### src/rtl/chunked_adder_pkg.sv
// Shared definitions for the chunked (multi-cycle) ripple-carry adder:
// FSM state encodings and the state-register width.
package chunked_adder_pkg;

    localparam int STATE_W = 2;

    typedef enum logic [STATE_W-1:0] {
        IDLE = 2'd0,
        RUN  = 2'd1,
        DONE = 2'd2
    } state_t;

endpackage

### src/rtl/chunked_adder_rca.sv
// Combinational CHUNK-bit ripple-carry adder used one slice at a time by chunked_adder.
// Carry-into-MSB output only exists when CHUNKED_ADDER_OVF_EN is defined.
module chunk_rca #(
    parameter int CHUNK = 4
) (
    input  logic [CHUNK-1:0] a,
    input  logic [CHUNK-1:0] b,
    input  logic             cin,
    output logic [CHUNK-1:0] s,
    output logic             cout
`ifdef CHUNKED_ADDER_OVF_EN
    ,
    output logic             cmsb
`endif
);

    logic [CHUNK:0] c;

    always_comb begin
        c    = '0;
        s    = '0;
        c[0] = cin;
        for (int unsigned i = 0; i < CHUNK; i++) begin
            s[i]   = a[i] ^ b[i] ^ c[i];
            c[i+1] = (a[i] & b[i]) | (c[i] & (a[i] ^ b[i]));
        end
    end

    assign cout = c[CHUNK];
`ifdef CHUNKED_ADDER_OVF_EN
    assign cmsb = c[CHUNK-1];
`endif

endmodule

### src/rtl/chunked_adder.sv
// Multi-cycle adder/subtractor: adds CHUNK bits per cycle LSB-first, valid/ready handshakes.
// Optional two's-complement overflow output enabled by macro CHUNKED_ADDER_OVF_EN.
module chunked_adder
    import chunked_adder_pkg::*;
#(
    parameter int WIDTH = 16,
    parameter int CHUNK = 4
) (
    input  logic             clk,
    input  logic             rst,
    input  logic             in_valid,
    output logic             in_ready,
    input  logic [WIDTH-1:0] a,
    input  logic [WIDTH-1:0] b,
    input  logic             cin,
    input  logic             sub,
    output logic             out_valid,
    input  logic             out_ready,
    output logic [WIDTH-1:0] sum,
    output logic             cout
`ifdef CHUNKED_ADDER_OVF_EN
    ,
    output logic             ovf
`endif
);

    localparam int NCHUNK = WIDTH / CHUNK;
    localparam int CNT_W  = (NCHUNK > 1) ? $clog2(NCHUNK) : 1;

    state_t           state, state_nx;
    logic [CNT_W-1:0] cnt;
    logic [WIDTH-1:0] a_r, b_r, sum_r;
    logic             carry, cout_r;
    logic [CHUNK-1:0] sl_a, sl_b, sl_s;
    logic             sl_c;
    logic             last;

    assign last = (cnt == CNT_W'(NCHUNK - 1));
    assign sl_a = a_r[cnt*CHUNK +: CHUNK];
    assign sl_b = b_r[cnt*CHUNK +: CHUNK];

`ifdef CHUNKED_ADDER_OVF_EN
    logic sl_cmsb;
    logic ovf_r;
`endif

    chunk_rca #(.CHUNK(CHUNK)) u_rca (
        .a    (sl_a),
        .b    (sl_b),
        .cin  (carry),
        .s    (sl_s),
        .cout (sl_c)
`ifdef CHUNKED_ADDER_OVF_EN
        ,
        .cmsb (sl_cmsb)
`endif
    );

    always_ff @(posedge clk or posedge rst) begin
        if (rst) state <= IDLE;
        else     state <= state_nx;
    end

    // in_ready is gated by rst so it reads 0 for the whole reset pulse.
    always_comb begin
        state_nx  = state;
        in_ready  = 1'b0;
        out_valid = 1'b0;
        case (state)
            IDLE: begin
                in_ready = ~rst;
                if (in_valid) state_nx = RUN;
            end
            RUN:     if (last) state_nx = DONE;
            DONE: begin
                out_valid = 1'b1;
                if (out_ready) state_nx = IDLE;
            end
            default: state_nx = IDLE;
        endcase
    end

    // Subtract is a + ~b + ~cin, so borrow-in becomes an inverted carry-in.
    always_ff @(posedge clk or posedge rst) begin
        if (rst) begin
            cnt    <= '0;
            carry  <= 1'b0;
            a_r    <= '0;
            b_r    <= '0;
            sum_r  <= '0;
            cout_r <= 1'b0;
`ifdef CHUNKED_ADDER_OVF_EN
            ovf_r  <= 1'b0;
`endif
        end else if (state == IDLE && in_valid) begin
            a_r   <= a;
            b_r   <= sub ? ~b : b;
            carry <= cin ^ sub;
            cnt   <= '0;
        end else if (state == RUN) begin
            sum_r[cnt*CHUNK +: CHUNK] <= sl_s;
            carry <= sl_c;
            cnt   <= last ? '0 : cnt + CNT_W'(1);
            if (last) begin
                cout_r <= sl_c;
`ifdef CHUNKED_ADDER_OVF_EN
                ovf_r  <= sl_c ^ sl_cmsb;
`endif
            end
        end
    end

    assign sum  = sum_r;
    assign cout = cout_r;
`ifdef CHUNKED_ADDER_OVF_EN
    assign ovf  = ovf_r;
`endif

endmodule
### config.mk
export PLATFORM = sky130hd
export DESIGN_NAME = chunked_adder
export DESIGN_NICKNAME = d
export VERILOG_FILES = /design/src/rtl/chunked_adder_pkg.sv /design/src/rtl/chunked_adder_rca.sv /design/src/rtl/chunked_adder.sv
export SDC_FILE = /design/constraint.sdc
export NUM_CORES = 1
export LEC_CHECK = 0
export ABC_AREA = 1
export BUFFER_PORTS_ARGS = -buffer_cell sky130_fd_sc_hd__buf_2
export CAP_MARGIN = 40
export CORE_UTILIZATION = 50
export CTS_CLUSTER_DIAMETER = 120
export DETAILED_ROUTE_END_ITERATION = 8
export PLACE_DENSITY = 0.75
export RECOVER_POWER = 25
export SLEW_MARGIN = 20
export SYNTH_ARGS = -nofsm -noshare
export SYNTH_HDL_FRONTEND = slang
export SYNTH_SLANG_ARGS = --single-unit
### constraint.sdc
create_clock -name clk -period 8.5 [get_ports clk]
set_input_delay 1.7 -clock clk [delete_from_list [all_inputs] [get_ports clk]]
set_output_delay 1.7 -clock clk [all_outputs]
set_load 0.03 [all_outputs]
After elaboration in Yosys (flattened, before gate mapping)
Cells that the tools add are included.
{"block": "op_classes", "addsub": 2, "eq_ne": 6, "shifts": 4, "mux": 13, "bitwise": 24, "reduce_logical": 6}
{"cell": "$neg 4->34", "count": 1}
{"cell": "$shift 4x34->16 const A", "count": 1}
{"cell": "$shiftx 4x34->16", "count": 1}
{"cell": "$shiftx 16x5->4", "count": 2}
{"cell": "$bwmux 16", "count": 1}
{"cell": "$mux 16", "count": 1}
{"cell": "$not 16->16", "count": 1}
{"cell": "$mux 2", "count": 6}
{"cell": "$xor 1x1->1", "count": 9}
{"cell": "$and 1x1->1", "count": 8}
{"cell": "$ne 2x2->1 const B", "count": 3}
{"cell": "$pmux 2 s3", "count": 1}
{"cell": "$reduce_and 3->1", "count": 2}
{"cell": "$eq 2x2->1 const B", "count": 2}
{"cell": "$mux 1", "count": 4}
{"cell": "$or 1x1->1", "count": 4}
{"cell": "$add 2x1->2 const B", "count": 1}
{"cell": "$eq 2x1->1 const B", "count": 1}
{"cell": "$logic_not 2->1", "count": 1}
{"cell": "$not 1->1", "count": 2}
{"cell": "$reduce_and 2->1", "count": 1}
{"cell": "$reduce_bool 2->1", "count": 1}
{"cell": "$logic_and 1x1->1", "count": 1}
{"block": "word_totals", "reg_bits": 54, "inputBits": 38, "output_inout_bits": 19, "wordCells": 62}

Logic depth before layout (Yosys ltp)
{"block": "logic_depth", "ltp_word": 12, "depth_mapped": 14, "mapped_depth_nobuf": 12}

By module
From an unflattened synthesis, not the netlist that was laid out.
{"block": "hier_totals", "cells_unflattened": 337, "hier_area_um2": 2867.8}
{"module": "chunked_adder", "instances": 1, "cells_per_inst": 323, "area_per_inst_um2": 2750.1, "seq_area_each_um2": 1351.3}
{"module": "chunk_rca", "instances": 1, "cells_per_inst": 14, "area_per_inst_um2": 117.6, "seq_area_each_um2": 0.0}

Least setup slack after synthesis
No wires, ideal clock.
{"block": "synth_timing", "path_type": "input to output", "start": "in rst", "end": "out in_ready", "arrival_ns": 2.113, "required_ns": 6.800, "setup_slack_ns": 4.687, "path_stages": 1, "n_path_buf": 0, "cell_sequence": "nor2_1"}
{"block": "synth_between", "elab_chain_cells": 2}
{"item": "start: declaration", "line": "chunked_adder.sv:10", "text": "input logic rst,"}
{"item": "$not 1->1", "line": "chunked_adder.sv:71", "text": "in_ready = ~rst;"}
{"item": "$mux 1", "line": "chunked_adder.sv:69", "text": "case (state)"}
{"item": "end: declaration", "line": "chunked_adder.sv:12", "text": "output logic in_ready,"}
Every way passes these cells.

Worst setup path in the final report
Same ends and word-level chain as after synthesis.

==> summary.txt <==
Floorplanning
  – IO Pins: 57
  – # rows: 26
  – Core Box Area: 5270 um^2
  – Die area: 5950 um^2
  – Die Wd: 77.1 um
  – DIE HEIGHT: 77.1 um
  – Initial core utilization: 0.536

Finish
  – Core Util, Final: 0.609
  – Share of post-route cells with drive strength above 1: 0.187
  – Ant diodes: 0
  – Flip-flop and latch area: ~1400 um^2
  – Nets: between 400 and 500
  – Area of the multi-input gates: about 1300 um^2
  – Layout fillers: 508
  – Post-Layout Cell Count: 465
  – Synth-to-layout area growth: 13.7%

Worst setup path
  – WP depth: 3
  – CP Max Fanout: 2
  – Cells along the critical path: buf_2, nor2_1, buf_2
  – Flop2flop setup slack: 4.91 ns
  – R2r endpoint: sum[15]$_DFFE_PP0P_
  – Cell family with most CP delay: buffers and inverters
  – Slowest CP cell: buf_2
  – Crit path from: rst
  – CP Launch Type: input port
  – Reg2Reg Depth: 12
  – Crit end category: output pin
  – CP required: 6.80 ns
  – Sum of buffers and inverters on the critical path: 2
  – Worst Path Class, Setup: input port to output pin
  – Worst Setup EP: in_ready
  – Critical path's largest stage delay: 0.20 ns
  – Worst r2r src: cnt[0]$_DFFE_PP0P_
  – WP data arrival: 2.09 ns
  – Most common cell on crit path: buf_2

Route
  – DR vias: roughly 2300
  – Drt drc: 0
  – Routed len/inst: approximately 12 um
  – Post-Route WL: ~5500 um
  – DR pass1 iterations: 4
  – Number of DRC markers in iteration 0: 133
  – Final ANT Viol Nets: 0
  – Vias per cell: 4.88

Global route
  – Pin count of the biggest net entering global routing: 42
  – Initial antenna violation count: 0
  – First-pass GRT wire length: between 9000 and 10000 um
  – GRT Util Overall: 0.207
  – GR Overflow Total: 0
  – Vias in the first global route: between 2000 and 2500

Clock network
  – TritonCTS buffer count: 5
  – Clock-pin slew on the worst setup and hold paths: around 0.090 ns
  – Root Buffer: clkbuf_8
  – Cts repair resizes: 0
  – CTS tree: built
  – Post-CTS setup repair buffer count: 0
  – Hold buffer count at CTS: 0
  – CTS H-tree lvls: 2
  – Clock sinks: 54
  – Skew-Pair Late Insertion Delay: 0.31 ns
  – Max Root-Sink Buffers: 2

Logic synthesis
  – Synth cell types: 22
  – Syn_area_per_cell: 8.23 um^2
  – Syn_nets: about 400
  – Cells after Synth: approximately 340
  – #FFs+latches synth: between 50 and 60
  – Mapped cell area: 2820 um^2
  – Seq/Total Area, Yosys: 0.479
  – Synth warnings: 0

Power
  – LEAKAGE: 1.79 nW
  – Pwr Density: about 400 nW/um^2
  – VDD IR max: 0.000187 V

STA
  – Setup TNS: 0 ns
  – Fin crit share: 0.446
  – Clk_skew: 0.00537 ns
  – Hold slack: 0.481 ns
  – RSZ-0062 raised after global routing: no
  – Tmin final: approximately 3.8 ns
  – Achievable clock frequency: 0.264 GHz
  – # setup viols final: 0
  – Final hold viol count: 0
  – Max transition margin: -0.146
  – Final Max Tran Viols: 35
  – Worst-margin pin slew: 1.72 ns

Placed design
  – Cells after DPL: 457
  – RePlAce Congestion: 0.830
  – Port-buffer cells: 56
  – Hpwl dp: 4020 um

Outcome
  – Status: finished, violations left
  – Violated checks: capacitance limit, slew limit

Min path
  – Hold crit path type: flip-flop to flip-flop

Run
  – Maxcap violations: 1
flip-flops by register name, indices dropped and copies added, names as in the netlist:
| signal | cells |
|---|---|
| carry | 1 |
| b_r | 16 |
| cout | 1 |
| a_r | 16 |
| cnt | 2 |
| sum | 16 |
| state | 2 |
per-layer routing:
layer / vias to the layer above / global-route usage / share of wire
met5: - / 0 / 0
met4: 0 / 0.0623 / 0.0099
met3: 7 / 0.0452 / 0.039
met2: 47 / 0.348 / 0.49
met1: 1049 / 0.267 / 0.46
li1: 1167 / - / -
logic make-up (layout without fill, tap and decap cells):
logic type	Yosys count	after routing	share of synthesized area
buffers and inverters	46	98	0.0776
DFF	54	54	0.479
AOI/OAI and AO/OA	36	36	0.0789
and+or+nand+nor	181	181	0.260
adders and majority gates	10	10	0.0550
xor gates and xnor gates	16	16	0.0496
placed cells by master (no fill, tap or decap), drive strengths merged:
cell and n:
inv 32, dfrtp 54, bufinv 1, clkinv 3, fa 4, xor2 16, nand2 153, o21ai 19
o211ai 16, clkbuf 6, nor2 12, nand3 12, ha 6, nand4 4, o31ai 1, buf 56
stage by stage:
| step | power [mW] | worst slack (ns) | cell area, um^2 |
|---|---|---|---|
| CTS | 1.28 | 4.71 | 3220 |
| global route | 1.39 | 4.44 | 3210 |
| global placement | 1.07 | 4.72 | 3100 |
| detailed placement | 1.09 | 4.71 | 3120 |
| finish | 1.27 | 4.71 | 3210 |
| floorplan | 0.943 | 4.69 | 2820 |
where the power goes:
part	total [mW]	leakage, nW	internal [mW]	switching [mW]
combinational	0.668	1.04	0.224	0.444
clock	0.170	0.0579	0.0868	0.0836
sequential	0.435	0.691	0.365	0.0704
total	1.27	1.79	0.676	0.598
worst min path at each step:
stage / from / to / slack [ns] / depth (start not counted)
final: sum[10]$_DFFE_PP0P_ / sum[10]$_DFFE_PP0P_ / 0.48 / 2
after global placement: sum[8]$_DFFE_PP0P_ / sum[8]$_DFFE_PP0P_ / 0.46 / 2
after floorplan: b_r[11]$_DFFE_PP0P_ / b_r[11]$_DFFE_PP0P_ / 0.45 / 2
after detailed placement: sum[8]$_DFFE_PP0P_ / sum[8]$_DFFE_PP0P_ / 0.46 / 2
after global routing: b_r[12]$_DFFE_PP0P_ / b_r[12]$_DFFE_PP0P_ / 0.50 / 2
after CTS: sum[8]$_DFFE_PP0P_ / sum[8]$_DFFE_PP0P_ / 0.49 / 2
area by class of cell:
cell class / instances / share of cell area
Timing Repair Buffer: 57 / 0.0885
Sequential cell: 54 / 0.421
Clock buffer: 5 / 0.0215
Tap cell: 70 / 0.0273
Multi-Input combinational cell: 243 / 0.390
Clock inverter: 3 / 0.0125
Inverter: 33 / 0.0386
synthesized netlist by cell type:
master	n	area, um^2
nand2_1	150	563
dfrtp_1	54	1350
inv_1	29	109
o211ai_1	16	120
xor2_1	16	140
o21ai_0	15	75.1
nand3_1	11	55.1
nor2_1	9	33.8
buf_2	7	35.0
ha_1	6	75.1
buf_6	4	45.0
fa_1	4	80.1
nand4_1	4	25.0
o21ai_1	4	20.0
inv_2	3	11.3
nand2_2	3	18.8
buf_4	2	15.0
nor2_4	2	22.5
clkinv_1	1	3.75
nand3_2	1	10.0
nor2_2	1	6.26
o31ai_1	1	7.51
tightest hold or removal path, stage by stage, from the launching register on:
cell and delay, ns:
dfrtp_1 0.35, nand2_1 0.05, nand2_1 0.05
(Power assumes the default switching activity.)
